File: config.mk
export PLATFORM = sky130hd
export DESIGN_NAME = conv_sample_loader
export DESIGN_NICKNAME = d
export VERILOG_FILES = /design/src/rtl/conv_sample_loader.sv
export SDC_FILE = /design/constraint.sdc
export NUM_CORES = 1
export LEC_CHECK = 0
export ABC_CLOCK_PERIOD_IN_PS = 2850
export CAP_MARGIN = 20
export CORE_MARGIN = 2
export CORE_UTILIZATION = 40
export CTS_CLUSTER_SIZE = 8
export DETAILED_ROUTE_END_ITERATION = 10
export GPL_ROUTABILITY_DRIVEN = 0
export HOLD_SLACK_MARGIN = 0.08
export PLACE_DENSITY = 0.77
export SLEW_MARGIN = 10
export SYNTH_ARGS = -nofsm -noshare
export SYNTH_HDL_FRONTEND = slang
export SYNTH_SLANG_ARGS = --single-unit
File: constraint.sdc
create_clock -name clk -period 2.85 [get_ports clk]
set_input_delay 0.7125 -clock clk [delete_from_list [all_inputs] [get_ports clk]]
set_output_delay 0.7125 -clock clk [all_outputs]
set_load 0.01 [all_outputs]
File: src/rtl/conv_sample_loader.sv
// Frame sequencer feeding the 64-way sample demux: streams up to DEPTH samples,
// zero-pads the remaining slots, then pulses frame_done.
module conv_sample_loader #(
   parameter int unsigned DATA_W = 16,
   parameter int unsigned SEL_W  = 6,
   parameter int unsigned DEPTH  = 64
) (
   input  logic              clk,
   input  logic              rst_n,
   input  logic              start,
   input  logic [SEL_W:0]    len,
   input  logic              abort,
   input  logic              in_valid,
   input  logic [DATA_W-1:0] in_data,
   output logic              in_ready,
   output logic [SEL_W-1:0]  sel_out,
   output logic [DATA_W-1:0] data_out,
   output logic              wr_en,
   output logic              busy,
   output logic              frame_done,
   output logic              len_err
);

   localparam int unsigned IDX_W = SEL_W + 1;

   typedef enum logic [1:0] {
      IDLE = 2'd0,
      LOAD = 2'd1,
      PAD  = 2'd2,
      DONE = 2'd3
   } state_t;

   state_t              state_q, state_d;
   logic [IDX_W-1:0]    idx_q, idx_d;
   logic [IDX_W-1:0]    len_q, len_d;
   logic [SEL_W-1:0]    sel_d;
   logic [DATA_W-1:0]   data_d;
   logic                wr_d, busy_d, done_d, err_d;
   logic                len_ok_c;

   assign in_ready = (state_q == LOAD);
   assign len_ok_c = (len != '0) && (len <= IDX_W'(DEPTH));

   // State, slot counter and registered demux/status outputs
   always_ff @(posedge clk or negedge rst_n) begin
      if (!rst_n) begin
         state_q    <= IDLE;
         idx_q      <= '0;
         len_q      <= '0;
         sel_out    <= '0;
         data_out   <= '0;
         wr_en      <= 1'b0;
         busy       <= 1'b0;
         frame_done <= 1'b0;
         len_err    <= 1'b0;
      end else begin
         state_q    <= state_d;
         idx_q      <= idx_d;
         len_q      <= len_d;
         sel_out    <= sel_d;
         data_out   <= data_d;
         wr_en      <= wr_d;
         busy       <= busy_d;
         frame_done <= done_d;
         len_err    <= err_d;
      end
   end

   // Next-state and next-output logic; DONE is the cycle showing the last write,
   // so frame_done registered from it lands in the following cycle
   always_comb begin
      state_d = state_q;
      idx_d   = idx_q;
      len_d   = len_q;
      sel_d   = sel_out;
      data_d  = data_out;
      wr_d    = 1'b0;
      done_d  = 1'b0;
      err_d   = 1'b0;

      unique case (state_q)
         IDLE: begin
            if (start) begin
               if (len_ok_c) begin
                  len_d   = len;
                  idx_d   = '0;
                  state_d = LOAD;
               end else begin
                  err_d = 1'b1;
               end
            end
         end
         LOAD: begin
            if (abort) begin
               state_d = IDLE;
            end else if (in_valid) begin
               sel_d  = idx_q[SEL_W-1:0];
               data_d = in_data;
               wr_d   = 1'b1;
               idx_d  = idx_q + IDX_W'(1);
               if ((idx_q + IDX_W'(1)) == len_q) begin
                  state_d = (len_q == IDX_W'(DEPTH)) ? DONE : PAD;
               end
            end
         end
         PAD: begin
            if (abort) begin
               state_d = IDLE;
            end else begin
               sel_d  = idx_q[SEL_W-1:0];
               data_d = '0;
               wr_d   = 1'b1;
               idx_d  = idx_q + IDX_W'(1);
               if (idx_q == IDX_W'(DEPTH - 1)) begin
                  state_d = DONE;
               end
            end
         end
         DONE: begin
            done_d  = 1'b1;
            state_d = IDLE;
         end
         default: state_d = IDLE;
      endcase

      busy_d = (state_d != IDLE);
   end

endmodule

==> results.md <==
* Status: finished, final reports clean
* PD cells at around 900 nW/µm²
* Top cell type's share of synthesized area at 50.0%
* Final Instance Area at ~2800 µm²
* Part of the power in registers at about two fifths
* Top routing layer in use: met4
* Data required time of the worst path at about 3.1 ns
* Clock sinks at 42
* VDD IR max at roughly 400 µV
* Share of final-layout standard cells stronger than drive strength 1 at 12.8%
* Number of primary I/O pins at 55
* Period utilization at around 90%
* Count of buffers added by post-CTS timing repair for setup at 0
* Count of buffering cells on the critical path with inverters included at 2
* Area share of and/or/nand/nor cells after synthesis at between 15 and 20%
* Largest stage delay on the critical path at between 0.5 and 0.6 ns
* Remaining routing DRC violations at 0
* Die area at a little under 6000 µm²
* Worst setup slack after layout at approximately 0.21 ns
* Number of maximum-capacitance constraint violations at 0
* Rel. slew slack at 39.2%
* Post-synthesis sequential area ratio at approximately half
* Final non-filler cell total at 336
* Mux contribution to synthesized area at slightly above 9%
* CTS root buffer: sky130_fd_sc_hd__clkbuf_8
* Die outline height at ~77 µm
* Core ar. at around 5100 µm²
* Antenna fix cells at 0
* Setup-violating endpoint count in the final report at 0
* Cell with the largest stage delay on the worst path: sky130_fd_sc_hd__or4_1
* Max frequency at roughly 380 MHz
* Clock tree from TritonCTS: yes
* Antenna-violating nets left at 0
* Iter 0 DRT Violations at roughly 80
* Number of flops mapped to enable cells by yosys at 0
* Total placed instance area at around 2700 µm²
* Mapped Area at ~2100 µm²
* Number of nets in the synthesized netlist at around 240
* GRT Residual Overflow at 0
* Clock latency on the worst-skew pair at about 0.29 ns
* Tot GR Track Use at ~16%
* Wirelength, routed at approximately 4400 µm
* Warning count from the yosys run at 0
* Fin. max-slew vios at 0
* Half-perimeter wire length after placement at approximately 3300 µm
* Clock share of power at 15.4%
* Cts bufs inserted at 5
* Xor/xnor share of the synthesized area at between 4 and 5%
* Antenna violations before repair at 0
* Async set or reset register ratio after synthesis at 100%
* Number of buffers inserted by port buffering at 54
* Compound-Gate Fraction of Synth Area at roughly an eighth
* Vias after detailed routing at 1,660
* Register bit count reported by yosys at between 40 and 50
* Global-route wire length before repair at slightly below 8000 µm
* M1 wire length at between 2000 and 2500 µm
* Kind of end point of the critical path: flip-flop
* Fraction of power spent switching nets at 34.5%
* Crit path arrival time at 2.86 ns
* Setup repair after global routing missed its margin: false
* Critical path type: input pin to flip-flop
* Initial cell density of the core at between 40% and 50%
* Hold Violations, Final at 0
* Largest family of logic cells by synthesized area: simple AND/OR/NAND/NOR gates
* Count of hold-fix buffers inserted at cts at 0
* Largest cells by area after synthesis: sky130_fd_sc_hd__dfrtp_1 (50%), sky130_fd_sc_hd__o21ai_0 (5.5%), sky130_fd_sc_hd__mux2_4 (5.0%), sky130_fd_sc_hd__nand2b_1 (4.8%), sky130_fd_sc_hd__nand2_1 (4.6%)
* Number of H-tree branching levels at 2
* Gate Count Post-Synth at around 200
* Critical path launch point type: input pin
* Synthesis-to-layout area growth at 35.1%
* Routed WL per cell at between 10 and 15 µm
* Number of placed instances with taps included at about 330
* Mean Syn Cell Area at between 10 and 15 µm²
* First-pass iteration count of the detailed router at 4
* Count of different cell masters after synthesis at a little over 40
* Minimum clock period at 2.64 ns
* Pre-CTS worst setup slack at -0.154 ns
* Leakage at 1.25 nW
* Biggest area consumer among synthesized cells: sky130_fd_sc_hd__dfrtp_1
* Area share of fa/ha/maj cells after synthesis at under 10%
* Average vias per placed instance at around 4.9
* Maximum fanout along the worst path at 7
* Fill cell count at about 460
* Sum of met2 wire segment lengths after detailed routing at 1970 µm
* Maximum root-to-sink buffer count at 2
* Transition at the pin with the smallest max-transition slack at 0.912 ns
* Post-layout net count at ~300
* Worst-path cell chain: clkdlybuf4s50_1, or4_1, or4_1, a31oi_2, or2_4, inv_1, a31oi_1
* Clock-pin transition on the worst setup and hold timing paths at roughly 0.070 ns
* Leading cell types in the layout, fill and taps excluded: sky130_fd_sc_hd__clkdlybuf4s50_1 (53), sky130_fd_sc_hd__dfrtp_1 (42), sky130_fd_sc_hd__nand2_1 (26)
* Vias in the first global route at between 1,500 and 2,000
* Cell type with the highest occurrence count on the critical path: sky130_fd_sc_hd__or4_1
* Post-layout power at 0.00250 W
* Cell type group with the largest total delay on the critical path: simple AND/OR/NAND/NOR gates
* Wire length on met3 at just over 300 µm
* Most common cell after layout, fill and taps aside: sky130_fd_sc_hd__clkdlybuf4s50_1
* Die width at ~77 µm
* Synth Flop Type: sky130_fd_sc_hd__dfrtp_1
* Hold Path Class: flip-flop to flip-flop
* # rows at 26
* Int Power at about 0.0016 W
* Proportion of power drawn by combinational gates at a little under half
* Net load switching power at ~0.00086 W
* Clock tree skew after final layout at 0.00185 ns
* Largest net degree at the start of global routing at between 40 and 50
cell families after synthesis:
group,Yosys count
buf+inv,17
simple gates,70
compound gates,45
flops,42
xor+xnor,10
fa+ha+maj,5
mux,15
registers in the layout (all words and copies together) (netlist names), 2 cells and up:
name,count
state_q,2
sel_out,6
data_out,16
idx_q,7
len_q,7
cells in the mapped netlist, types with 3 or more instances:
master and n:
sky130_fd_sc_hd__nand2b_1 16, sky130_fd_sc_hd__clkbuf_1 6, sky130_fd_sc_hd__and3_1 3, sky130_fd_sc_hd__a21oi_1 6, sky130_fd_sc_hd__nand3_1 3, sky130_fd_sc_hd__o21ai_0 23, sky130_fd_sc_hd__dfrtp_1 42, sky130_fd_sc_hd__nor2_1 6
sky130_fd_sc_hd__ha_1 5, sky130_fd_sc_hd__mux2_2 7, sky130_fd_sc_hd__nand2_1 26, sky130_fd_sc_hd__xnor2_1 8, sky130_fd_sc_hd__nor3_1 3, sky130_fd_sc_hd__inv_1 9, sky130_fd_sc_hd__mux2_4 7
cell type report:
cell class,instances,area [µm²],share of cell area [%]
clock inverter,1,5.00,0.176
inverter,9,33.8,1.19
tap,70,87.6,3.08
clock buffer,7,86.3,3.04
sequential,42,1050,37.0
multi-input combinational,145,982,34.6
timing repair buffer,62,596,21.0
worst reg2reg max path, delay by kind of cell (launching register included):
family	cells	cell delay, ns
flip-flops	1	0.44
adder cells (fa/ha/maj)	1	0.29
AND/OR/NAND/NOR	2	0.61
multiplexers	1	0.16
AO/OA/AOI/OAI	2	0.65
through the flow:
| step | util, % | hold WS (ns) | setup TNS, ns |
|---|---|---|---|
| floorplan | - | 0.417 | 0 |
| global placement | 54.1 | 0.463 | -1.02 |
| detailed placement | 54.1 | 0.471 | -1.44 |
| CTS | 55.9 | 0.488 | 0 |
| global route | 56.0 | 0.523 | 0 |
| finish | 56.0 | 0.482 | 0 |
path summary, 6_finish.rpt:
kind                            slack [ns]    startpoint  depth (start not counted)            to
worst max register to register        0.59      idx_q[0]                          6          busy
min in group asynchronous             0.55         rst_n                          1   data_out[0]
max in group asynchronous             1.74         rst_n                          1      idx_q[4]
worst min-delay path                  0.48  data_out[10]                          2  data_out[10]
worst max-delay path                  0.21        len[1]                          7      idx_q[5]
worst min register to register        0.48  data_out[10]                          2  data_out[10]
routing by layer:
metal  vias up  track usage [%]
li1        822                -
met3         6             5.09
met2        67             25.4
met4         0             5.82
met5         -                0
met1       765             22.0
power groups by stage:
stage	registers, W	clock network [W]	logic [W]
floorplan	0.00102	0	0.000614
CTS	0.000978	0.000404	0.00114
detailed placement	0.000989	0	0.00114
finish	0.000975	0.000385	0.00114
global route	0.00101	0.000429	0.00126
global placement	0.000978	0	0.00111
timing repair:
action,4_1_cts,5_1_grt
endpoints found under the setup margin,0,2
resized for setup,0,2
hold endpoints to repair,0,0
(Power assumes the default switching activity.)
